`src/rtl/picobello_pkg.sv`:
```
// Shared types and helpers for the picobello cluster power sequencer.
package picobello_pkg;

   // Requested direction of a power sequence.
   typedef enum logic {
      POWER_UP   = 1'b0,
      POWER_DOWN = 1'b1
   } pb_pwr_op_e;

   // Largest of three values; sizes the shared settle/hold/timeout counter.
   function automatic int unsigned pb_max3(input int unsigned a,
                                           input int unsigned b,
                                           input int unsigned c);
      int unsigned m;
      m = a;
      if (b > m) begin
         m = b;
      end else begin
         m = m;
      end
      if (c > m) begin
         m = c;
      end else begin
         m = m;
      end
      return m;
   endfunction

endpackage

```
`src/rtl/pb_cluster_pwr_seq_lzc.sv`:
```
// Lowest-set-bit finder (trailing-zero count) used to pick the next cluster.
module pb_cluster_pwr_seq_lzc #(
   parameter int unsigned  Width = 16,
   localparam int unsigned IdxW  = (Width > 1) ? $clog2(Width) : 1
) (
   input  logic [Width-1:0] in_i,
   output logic [IdxW-1:0]  cnt_o,
   output logic             empty_o
);

   // Scan upwards and keep the first set bit found.
   always_comb begin
      cnt_o   = '0;
      empty_o = 1'b1;
      for (int i = 0; i < int'(Width); i++) begin
         if (in_i[i] && empty_o) begin
            cnt_o   = IdxW'(i);
            empty_o = 1'b0;
         end else begin
            cnt_o   = cnt_o;
         end
      end
   end

endmodule

```
`src/rtl/pb_cluster_pwr_seq.sv`:
```
// Cluster power sequencer: staggers clock enable, reset release and NoC
// isolation of the cluster tiles one cluster at a time.
module pb_cluster_pwr_seq
   import picobello_pkg::*;
#(
   parameter int unsigned NumClusters     = 16,
   parameter int unsigned ClkSettleCycles = 8,
   parameter int unsigned RstHoldCycles   = 16,
   parameter int unsigned AckTimeout      = 1024
) (
   input  logic                   clk_i,
   input  logic                   rst_ni,
   input  logic                   req_valid_i,
   output logic                   req_ready_o,
   input  pb_pwr_op_e             req_op_i,
   input  logic [NumClusters-1:0] req_mask_i,
   output logic [NumClusters-1:0] clk_en_o,
   output logic [NumClusters-1:0] rst_no,
   output logic [NumClusters-1:0] isolate_o,
   input  logic [NumClusters-1:0] isolated_i,
   output logic                   busy_o,
   output logic                   done_o,
   output logic                   err_o,
   output logic [NumClusters-1:0] err_mask_o,
   input  logic                   err_clear_i
);

   localparam int unsigned CntW = $clog2(pb_max3(ClkSettleCycles, RstHoldCycles, AckTimeout) + 1);
   localparam int unsigned IdxW = (NumClusters > 1) ? $clog2(NumClusters) : 1;

   // CLK_ON/RST_REL/UNISO bring a cluster up, ISO/RST_ASRT/CLK_OFF take it down.
   typedef enum logic [3:0] {
      ST_IDLE     = 4'd0,
      ST_SELECT   = 4'd1,
      ST_CLK_ON   = 4'd2,
      ST_RST_REL  = 4'd3,
      ST_UNISO    = 4'd4,
      ST_ISO      = 4'd5,
      ST_RST_ASRT = 4'd6,
      ST_CLK_OFF  = 4'd7,
      ST_DONE     = 4'd8
   } state_e;

   state_e                 state_q, state_d;
   pb_pwr_op_e             op_q, op_d;
   logic [NumClusters-1:0] pend_q, pend_d;
   logic [IdxW-1:0]        idx_q, idx_d;
   logic [CntW-1:0]        cnt_q, cnt_d;
   logic [NumClusters-1:0] clk_en_q, clk_en_d;
   logic [NumClusters-1:0] rst_n_q, rst_n_d;
   logic [NumClusters-1:0] iso_q, iso_d;
   logic [NumClusters-1:0] err_mask_q, err_mask_d;
   logic                   err_q, err_d;
   logic                   busy_q, busy_d;
   logic                   done_q, done_d;
   logic                   ready_q, ready_d;

   logic [NumClusters-1:0] met_up_s, met_dn_s, met_s, work_s, err_set_s;
   logic [IdxW-1:0]        sel_idx_s;
   logic                   work_empty_s;
   logic                   ack_s;
   logic                   cnt_last_s;
   logic [CntW-1:0]        cnt_dec_s;

   // Clusters already in the requested end state are skipped without spending a cycle.
   assign met_up_s   = clk_en_q & rst_n_q & ~iso_q;
   assign met_dn_s   = ~clk_en_q & ~rst_n_q & iso_q;
   assign met_s      = (op_q == POWER_UP) ? met_up_s : met_dn_s;
   assign work_s     = pend_q & ~met_s;
   assign cnt_last_s = (cnt_q == CntW'(1));
   assign cnt_dec_s  = cnt_q - CntW'(1);

   // Only the active cluster's isolation status is looked at.
   assign ack_s = (op_q == POWER_UP) ? ~isolated_i[idx_q] : isolated_i[idx_q];

   pb_cluster_pwr_seq_lzc #(
      .Width (NumClusters)
   ) i_lzc (
      .in_i    (work_s),
      .cnt_o   (sel_idx_s),
      .empty_o (work_empty_s)
   );

   // Next-state and per-cluster output control of the sequencing FSM.
   always_comb begin
      state_d   = state_q;
      op_d      = op_q;
      pend_d    = pend_q;
      idx_d     = idx_q;
      cnt_d     = cnt_q;
      clk_en_d  = clk_en_q;
      rst_n_d   = rst_n_q;
      iso_d     = iso_q;
      err_set_s = '0;
      case (state_q)
         ST_IDLE: begin
            if (req_valid_i && ready_q) begin
               op_d    = req_op_i;
               pend_d  = req_mask_i;
               state_d = ST_SELECT;
            end else begin
               state_d = ST_IDLE;
            end
         end
         ST_SELECT: begin
            if (work_empty_s) begin
               pend_d  = '0;
               state_d = ST_DONE;
            end else begin
               pend_d = work_s;
               idx_d  = sel_idx_s;
               if (op_q == POWER_UP) begin
                  clk_en_d[sel_idx_s] = 1'b1;
                  cnt_d               = CntW'(ClkSettleCycles);
                  state_d             = ST_CLK_ON;
               end else begin
                  iso_d[sel_idx_s] = 1'b1;
                  cnt_d            = CntW'(AckTimeout);
                  state_d          = ST_ISO;
               end
            end
         end
         ST_CLK_ON: begin
            if (cnt_last_s) begin
               rst_n_d[idx_q] = 1'b1;
               cnt_d          = CntW'(RstHoldCycles);
               state_d        = ST_RST_REL;
            end else begin
               cnt_d = cnt_dec_s;
            end
         end
         ST_RST_REL: begin
            if (cnt_last_s) begin
               iso_d[idx_q] = 1'b0;
               cnt_d        = CntW'(AckTimeout);
               state_d      = ST_UNISO;
            end else begin
               cnt_d = cnt_dec_s;
            end
         end
         ST_UNISO: begin
            if (ack_s) begin
               pend_d[idx_q] = 1'b0;
               state_d       = ST_SELECT;
            end else if (cnt_last_s) begin
               // Timed out: flag it, keep the port isolated, leave clock and reset on.
               err_set_s[idx_q] = 1'b1;
               iso_d[idx_q]     = 1'b1;
               pend_d[idx_q]    = 1'b0;
               state_d          = ST_SELECT;
            end else begin
               cnt_d = cnt_dec_s;
            end
         end
         ST_ISO: begin
            if (ack_s) begin
               state_d = ST_RST_ASRT;
            end else if (cnt_last_s) begin
               // Timed out: flag it and carry on shutting the cluster down.
               err_set_s[idx_q] = 1'b1;
               iso_d[idx_q]     = 1'b1;
               state_d          = ST_RST_ASRT;
            end else begin
               cnt_d = cnt_dec_s;
            end
         end
         ST_RST_ASRT: begin
            rst_n_d[idx_q] = 1'b0;
            cnt_d          = CntW'(ClkSettleCycles);
            state_d        = ST_CLK_OFF;
         end
         ST_CLK_OFF: begin
            if (cnt_last_s) begin
               clk_en_d[idx_q] = 1'b0;
               pend_d[idx_q]   = 1'b0;
               state_d         = ST_SELECT;
            end else begin
               cnt_d = cnt_dec_s;
            end
         end
         ST_DONE: begin
            state_d = ST_IDLE;
         end
         default: begin
            state_d = ST_IDLE;
         end
      endcase
   end

   // Sticky error flags; a new timeout wins over a simultaneous clear.
   always_comb begin
      if (err_clear_i) begin
         err_mask_d = err_set_s;
      end else begin
         err_mask_d = err_mask_q | err_set_s;
      end
      err_d   = |err_mask_d;
      busy_d  = (state_d != ST_IDLE);
      ready_d = (state_d == ST_IDLE);
      done_d  = (state_d == ST_DONE);
   end

   // State and output registers; reset leaves every cluster off and isolated.
   always_ff @(posedge clk_i or negedge rst_ni) begin
      if (!rst_ni) begin
         state_q    <= ST_IDLE;
         op_q       <= POWER_UP;
         pend_q     <= '0;
         idx_q      <= '0;
         cnt_q      <= '0;
         clk_en_q   <= '0;
         rst_n_q    <= '0;
         iso_q      <= '1;
         err_mask_q <= '0;
         err_q      <= 1'b0;
         busy_q     <= 1'b0;
         done_q     <= 1'b0;
         ready_q    <= 1'b1;
      end else begin
         state_q    <= state_d;
         op_q       <= op_d;
         pend_q     <= pend_d;
         idx_q      <= idx_d;
         cnt_q      <= cnt_d;
         clk_en_q   <= clk_en_d;
         rst_n_q    <= rst_n_d;
         iso_q      <= iso_d;
         err_mask_q <= err_mask_d;
         err_q      <= err_d;
         busy_q     <= busy_d;
         done_q     <= done_d;
         ready_q    <= ready_d;
      end
   end

   assign req_ready_o = ready_q;
   assign clk_en_o    = clk_en_q;
   assign rst_no      = rst_n_q;
   assign isolate_o   = iso_q;
   assign busy_o      = busy_q;
   assign done_o      = done_q;
   assign err_o       = err_q;
   assign err_mask_o  = err_mask_q;

endmodule
```
`config.mk`:
```
export PLATFORM = sky130hd
export DESIGN_NAME = pb_cluster_pwr_seq
export DESIGN_NICKNAME = d
export VERILOG_FILES = /design/src/rtl/picobello_pkg.sv /design/src/rtl/pb_cluster_pwr_seq_lzc.sv /design/src/rtl/pb_cluster_pwr_seq.sv
export SDC_FILE = /design/constraint.sdc
export NUM_CORES = 1
export LEC_CHECK = 0
export BUFFER_PORTS_ARGS = -buffer_cell sky130_fd_sc_hd__clkbuf_2
export CAP_MARGIN = 20
export CORE_MARGIN = 4
export CORE_UTILIZATION = 45
export CTS_BUF_LIST = sky130_fd_sc_hd__clkbuf_2
export DETAILED_ROUTE_END_ITERATION = 12
export PLACE_DENSITY = 0.73
export SKIP_LAST_GASP = 1
export SLEW_MARGIN = 0
export SYNTH_ARGS = -nofsm -noshare
export SYNTH_HDL_FRONTEND = slang
export SYNTH_SLANG_ARGS = --single-unit
```
`constraint.sdc`:
```
create_clock -name clk_i -period 3.7 [get_ports clk_i]
set_input_delay 0.185 -clock clk_i [delete_from_list [all_inputs] [get_ports clk_i]]
set_output_delay 0.185 -clock clk_i [all_outputs]
set_load 0.01 [all_outputs]
```
==> results of run 1 <==
## what timing repair did
action,in CTS,in global routing
hold buffers,19,0
hold endpoints to repair,68,0
gates resized for setup,0,0
## cell families after synthesis
logic type | synth area share, %
mux | 2.602
xor+xnor | 0.7023
compound gates | 27.03
fa+ha+maj | 0.4130
buf+inv | 4.461
flops | 43.31
simple gates | 21.48
## stage by stage
stage          hold slack (ns)  util, %  instance area [um^2]  setup WS, ns  total power (uW)
6_report               0.02320    53.75                  7089        0.4217              1769
5_1_grt                0.02925    53.75                  7089        0.1967              1838
4_1_cts                0.05652    53.75                  7089        0.4233              1776
3_5_place_dp            0.2213    51.41                  6782        0.4737              1215
3_3_place_gp            0.2147    51.41                  6782        0.5805              1214
2_1_floorplan          -0.1106        -                  6058        0.9497              1168
## path summary, 6_finish.rpt
check,from,endpoint,depth (start not counted)
max,idx_q[2]$_DFFE_PN0P_,cnt_q[1]$_DFFE_PN0P_,6
min,rst_ni,err_mask_o[2]$_DFF_PN0_,2
max reg2reg,idx_q[2]$_DFFE_PN0P_,cnt_q[1]$_DFFE_PN0P_,6
min reg2reg,isolate_o[10]$_DFFE_PN1P_,isolate_o[10]$_DFFE_PN1P_,2
max in group asynchronous,rst_ni,isolate_o[7]$_DFFE_PN1P_,3
min in group clk_i,req_valid_i,pend_q[13]$_DFFE_PN0P_,6
## layout make-up
cell class	instances	area (um^2)
Clock buffer	9	45.04
Clock inverter	7	72.57
Fill cell	1212	6101
Inverter	24	90.09
Multi-Input combinational cell	487	3169
Sequential cell	104	2624
Tap cell	176	220.2
Timing Repair Buffer	142	868.3
## cells in the mapped netlist (3+ instances only)
cell type	instances	area (um^2)
a21boi_0	3	22.52
a21oi_1	75	375.4
a221o_1	7	70.07
a22oi_1	3	22.52
a31oi_1	11	68.82
a32o_1	8	80.08
a32oi_1	3	26.28
and2_1	4	25.02
and3_1	10	62.56
buf_2	6	30.03
buf_4	3	22.52
clkbuf_1	29	108.9
dfrtp_1	87	2177
dfstp_2	17	446.7
inv_1	24	90.09
mux2_1	3	33.78
mux4_2	5	112.6
nand2_1	45	168.9
nand2b_1	8	50.05
nand3_1	19	95.09
nand4_1	3	18.77
nand4bb_1	12	135.1
nor2_1	51	191.4
nor2b_1	6	37.54
nor3_1	11	55.05
nor4_1	10	62.56
o211ai_1	8	60.06
o21ai_0	51	255.2
o21ai_1	11	55.05
o22ai_1	17	106.4
o2bb2ai_1	16	140.1
o311a_1	3	30.03
o311ai_1	5	43.79
o31ai_1	9	67.56
or2_2	4	25.02
or3_1	4	25.02
or4_1	8	60.06
or4bb_1	10	112.6
## power by group
group	internal (uW)	total, uW	switching, uW	leakage (uW)
clock	155	557	401	0.0000679
combinational	32.4	71.1	38.7	0.00149
sequential	1140	1140	0.000000000000409	0.00129
total	1330	1770	440	0.00285
## placed cells by master, fill, tap and decap left out, types with 5 or more instances in the layout
cell type,synthesis,routed
dfrtp_1,87,87
a31oi_1,11,11
nor3_1,11,11
and3_1,10,10
nand2_1,45,45
buf_4,3,19
nand2b_1,8,8
or4_1,8,8
clkbuf_2,0,112
nor2b_1,6,6
nor4_1,10,10
a221o_1,7,7
mux4_2,5,5
o31ai_1,9,9
inv_1,24,24
o21ai_0,51,51
dlygate4sd3_1,0,19
a32o_1,8,8
o2bb2ai_1,16,16
nand4bb_1,12,12
nor2_1,51,51
o311ai_1,5,5
a21oi_1,75,75
nand3_1,19,19
o211ai_1,8,8
dfstp_2,17,17
or4bb_1,10,10
o21ai_1,11,11
o22ai_1,17,17
## critical path, delay by kind of cell (launching register included)
kind	cells	cell delay, ns
AO/OA/AOI/OAI	1	0.29
XOR/XNOR	1	0.38
flip-flops	1	0.56
multiplexers	3	1.46
AND/OR/NAND/NOR	1	0.52
## per-layer routing
layer	routed length, um	track usage, %	up-vias	part of all wire, %
met5	0	0	-	0
met3	1846	5.767	63	9.3
met2	9215	42.45	327	46
met4	622	9.514	0	3.1
met1	8217	34.76	2952	41
li1	-	-	2728	-
==> metrics.csv, run 1 <==
stage,metric,value,unit
synthesis,yosysWarnings,0,
outcome,outcome,finished clean,
worst_setup_path,cp_max_fo,15,
clocking,post_cts_buffers,0,
clocking,clk_latency,0.63,ns
synthesis,syn-num-nets,695,
final_layout,syn2layout_area_growth,17.02,%
clocking,cts_sinks,104,
sta,slew_violations,0,
sta,rsz0062_at_grt,false,
clocking,clk_pin_slew,0.31,ns
synthesis,synth_edf_count,0,
final_layout,nets,807,
synthesis,synth-async-reset-ratio,100.0,%
worst_setup_path,criticalPathCategory,reg2reg,
worst_setup_path,r2r_setup_slack,0.42,ns
synthesis,synth_cells,656,
sta,relSlewSlack,36.96,%
worst_setup_path,crit_top_cell,mux4_2,
clocking,htree_levels,3,
global_routing,grt_pass1_vias,5854,
min_path,hold_path.class,in2async,
die,die_x,124.0,um
placed_design,place_congestion,0.9213,
global_routing,grt_max_degree,43,
worst_setup_path,critPathSlowestCell,dfrtp_1,
global_routing,grt_pass1_wl,31420,um
sta,min_period,3.278,ns
synthesis,yosysSeqAreaShare,43.31,%
route,via_count,6070,
worst_setup_path,cp.arrival,3.80,ns
die,die_area,0.01538,mm^2
worst_setup_path,endpoint_kind,register,
clocking,tritoncts,yes,
sta,max_freq,0.3050,GHz
worst_setup_path,slowest_delay,0.56,ns
die,chipHeight,124.0,um
placed_design,placed_cells,914,
synthesis,synth.ff_latch_count,104,
route,drt_iter0_markers,650,
route,drc,0,
die,core_area,0.01319,mm^2
final_layout,n_antenna_cell,0,
flow_run,max-cap-violations,0,
global_routing,grt_overflow_total,0,
worst_setup_path,critical_path.cell_chain,"mux4_2, mux4_2, xor2_2, o22ai_2, nor3_2, mux2_1",
clocking,clockRootBuffer,clkbuf_2,
clocking,cts_buffers,9,
synthesis,synth_area,0.006058,mm^2
global_routing,grt_util_all_layers,26.25,%
worst_setup_path,cp.required,4.22,ns
final_layout,drive_gt1_share,23.80,%
power,power_density,249.6,mW/mm^2
worst_setup_path,setup.worst_path.start_class,register,
clocking,clk_path_buf_depth,2,
route,routed_wl,19900,um
synthesis,synth_flop_cell,dfrtp_1,
route,vias_per_cell,6.396,
sta,fin_tns_setup,0,ns
sta,worst_pin_slew,0.9456,ns
sta,finClkSkew,0.04371,ns
sta,final-hold-violation-count,0,
synthesis,synth_cell_types,75,
route,route.detailed.wl_per_inst,20.97,um
die,core.rowCount,42,
placed_design,hpwl,14530,um
global_routing,antenna_found_initial,0,
synthesis,avgSynthCellArea,9.235,um^2
route,first_pass_iters,6,
power,ir_drop,0.1146,mV
route,ant_nets,0,
placed_design,port_buffers,104,
sta,setup_viol_count_final,0,
sta,period_share,88.60,%
die,start_util,45.93,%
power,power.leakage,0.002850,uW
die,num_io_pins,105,
final_layout,layoutNonFillerInstCount,949,
Power figures use the tool's default switching activity.
==> run 2, diff against run 1 <==
- ABC_CLOCK_PERIOD_IN_PS: default -> 3270
- clock period: 3.7 -> 3.27 ns (I/O delays scaled with it)
==> run 2 against run 1 <==
Compared with the run above:
- largest power group unchanged
- sequential cell count did not move
- die area unchanged
- core utilization rose by 0.39 points
- clock-buffer cell count increased by 4
- hold slack gained 0.14 ns
- critical path depth rose by 1
- largest cell class unchanged
- setup slack lost 0.22 ns
- cell count grew 0.95%
==> metrics.csv, run 2 (synthesis gave the netlist of run 1 again) <==
stage,metric,value,unit,change
placed_design,hpwl,14760,um,was 14530 um
final_layout,syn2layout_area_growth,17.86,%,was 17.02%
clocking,clk_pin_slew,0.28,ns,was 0.31 ns
sta,max_freq,0.3264,GHz,was 0.3050 GHz
min_path,hold_path.class,in2reg,,was in2async
route,ant_nets,0,,unchanged
sta,rsz0062_at_grt,false,,unchanged
clocking,cts_buffers,9,,unchanged
sta,relSlewSlack,39.22,%,was 36.96%
final_layout,layout_commonest_cell,clkbuf_2,,unchanged
die,die_x,124.0,um,unchanged
power,ir_drop,0.1309,mV,was 0.1146 mV
final_layout,n_antenna_cell,0,,unchanged
global_routing,grt_pass1_wl,32620,um,was 31420 um
power,pwr-share-seq,67.4,%,was 64.5%
clocking,cts_sinks,104,,unchanged
route,vias_per_cell,6.446,,was 6.396
global_routing,antenna_found_initial,0,,unchanged
placed_design,place_congestion,0.9709,,was 0.9213
clocking,clockRootBuffer,clkbuf_2,,unchanged
worst_setup_path,cp.required,3.81,ns,was 4.22 ns
die,die_area,0.01538,mm^2,unchanged
sta,hold_ws,0.1588,ns,was 0.02320 ns
worst_setup_path,setup.worst_path.start_class,register,,unchanged
worst_setup_path,crit_top_cell,mux4_2,,unchanged
global_routing,grt_util_all_layers,27.50,%,was 26.25%
power,power_density,268.3,mW/mm^2,was 249.6 mW/mm^2
route,first_pass_iters,5,,was 6
worst_setup_path,cp_num_buf_inv,1,,was 0
route,drc,0,,unchanged
sta,worst_pin_slew,0.9034,ns,was 0.9456 ns
clocking,htree_levels,3,,unchanged
global_routing,grt_max_degree,87,,was 43
clocking,clk_latency,0.61,ns,was 0.63 ns
min_path,min_from,req_valid_i,,
outcome,outcome,finished clean,,unchanged
sta,slew_violations,0,,unchanged
sta,fin_tns_setup,0,ns,unchanged
die,num_io_pins,105,,unchanged
final_layout,seq_area,0.002624,mm^2,unchanged
final_layout,drive_gt1_share,24.42,%,was 23.80%
final_layout,final_cell_mix,"clkbuf_2, dfrtp_1, a21oi_1",,unchanged
die,start_util,45.93,%,unchanged
route,via_count,6175,,was 6070
placed_design,placed_cells,921,,was 914
placed_design,port_buffers,104,,unchanged
final_layout,nFillCells,1214,,was 1212
global_routing,grt_overflow_total,0,,unchanged
sta,finClkSkew,0.03863,ns,was 0.04371 ns
worst_setup_path,critical_path.cell_chain,"mux4_2, mux4_2, xor2_2, buf_4, a31oi_1, or3_2, o21ai_0",,"was mux4_2, mux4_2, xor2_2, o22ai_2, nor3_2, mux2_1"
sta,period_share,93.68,%,was 88.60%
clocking,clk_path_buf_depth,2,,unchanged
clocking,tritoncts,yes,,unchanged
worst_setup_path,endpoint_kind,register,,unchanged
die,chipHeight,124.0,um,unchanged
placed_design,place_ws,0.1727,ns,was 0.4737 ns
worst_setup_path,criticalPathCategory,reg2reg,,unchanged
worst_setup_path,cp.arrival,3.61,ns,was 3.80 ns
sta,final-hold-violation-count,0,,unchanged
power,pwr-share-clk,28.1,%,was 31.5%
flow_run,max-cap-violations,0,,unchanged
sta,setup_ws,0.2066,ns,was 0.4217 ns
worst_setup_path,critPathSlowestCell,or3_2,,was dfrtp_1
route,drt_iter0_markers,859,,was 650
die,core_area,0.01319,mm^2,unchanged
sta,setup_viol_count_final,0,,unchanged
worst_setup_path,slowest_delay,0.65,ns,was 0.56 ns
clocking,post_cts_buffers,0,,unchanged
die,core.rowCount,42,,unchanged
global_routing,grt_pass1_vias,5998,,was 5854
worst_setup_path,cpLargestDelayFamily,multiplexers,,unchanged
route,route.detailed.wl_per_inst,21.56,um,was 20.97 um
final_layout,multiInputGateArea,0.003171,mm^2,was 0.003169 mm^2
worst_setup_path,setup.worst_path.start,idx_q[2]$_DFFE_PN0P_,,unchanged
final_layout,layoutNonFillerInstCount,958,,was 949
sta,min_period,3.063,ns,was 3.278 ns
power,switchingPower,476.7,uW,was 440.1 uW
worst_setup_path,cp_max_fo,15,,unchanged
final_layout,nets,816,,was 807
power,swShare,24.89,%,was 24.87%
worst_setup_path,regToRegStartpoint,idx_q[2]$_DFFE_PN0P_,,unchanged
power,comb_power_share,4.5,%,was 4.0%
power,power.leakage,0.002895,uW,was 0.002850 uW
route,routed_wl,20650,um,was 19900 um
power,internal_power,1439,uW,was 1329 uW
## run 2: cell count changes in the layout (fill, tap and decap cells not counted), sizes merged
cell	delta
buf	+8
clkbuf	+4
clkinvlp	-2
bufinv	-1
clkinv	-1
dlygate4sd3	+1
## run 2: metrics by stage
step	total power [uW]	instance area, um^2	utilization [%]
after floorplan	1321	6058	-
after global placement	1373	6834	51.81
after detailed placement	1375	6834	51.81
after CTS	1913	7102	53.84
after global routing	1971	7141	54.14
final	1916	7141	54.14
## run 2: area by class of cell
type,count,share of cell area [%]
clock buffers,13,0.9112
clock inverters,3,0.1752
inverters,24,1.262
multi-input cells,487,44.40
flip-flops and latches,104,36.74
well taps,176,3.084
repair buffers,151,13.42
## run 2: metal layers
| metal | routed length, um | part of all wire (%) | global-route usage (%) |
|---|---|---|---|
| met1 | 8409 | 41 | 37.74 |
| met2 | 9720 | 47 | 44.54 |
| met3 | 2060 | 10 | 4.269 |
| met4 | 464 | 2.2 | 9.309 |
| met5 | 0 | 0 | 0 |
## run 2: repair_timing
| item | CTS | global route |
|---|---|---|
| gates resized for setup | 0 | 1 |
| hold buffers | 19 | 1 |
| setup endpoints to repair | 0 | 2 |
| hold endpoints to repair | 101 | 10 |
## run 2: power groups by stage
stage / clock [uW] / combinational [uW] / sequential (uW)
floorplan: 0 / 10.1 / 1310
global placement: 0 / 62.6 / 1310
detailed placement: 0 / 64.8 / 1310
CTS: 539 / 82.9 / 1290
global route: 582 / 96.8 / 1290
finish: 538 / 86.8 / 1290
## run 2: worst paths after layout
check	slack (ns)	to	cells past startpoint
max in group asynchronous	2.13	isolate_o[0]$_DFFE_PN1P_	4
max reg2reg	0.21	isolate_o[1]$_DFFE_PN1P_	7
min	0.16	pend_q[12]$_DFFE_PN0P_	6
max	0.21	isolate_o[1]$_DFFE_PN1P_	7
min reg2reg	0.52	isolate_o[8]$_DFFE_PN1P_	2
min in group asynchronous	0.44	err_mask_o[3]$_DFF_PN0_	3
## run 2: worst min-delay path: stages
cell and delay (ns):
clkbuf_2 0.09, nand3_1 0.07, nor2_1 0.06, buf_4 0.22, nand2_1 0.10, o211ai_1 0.07
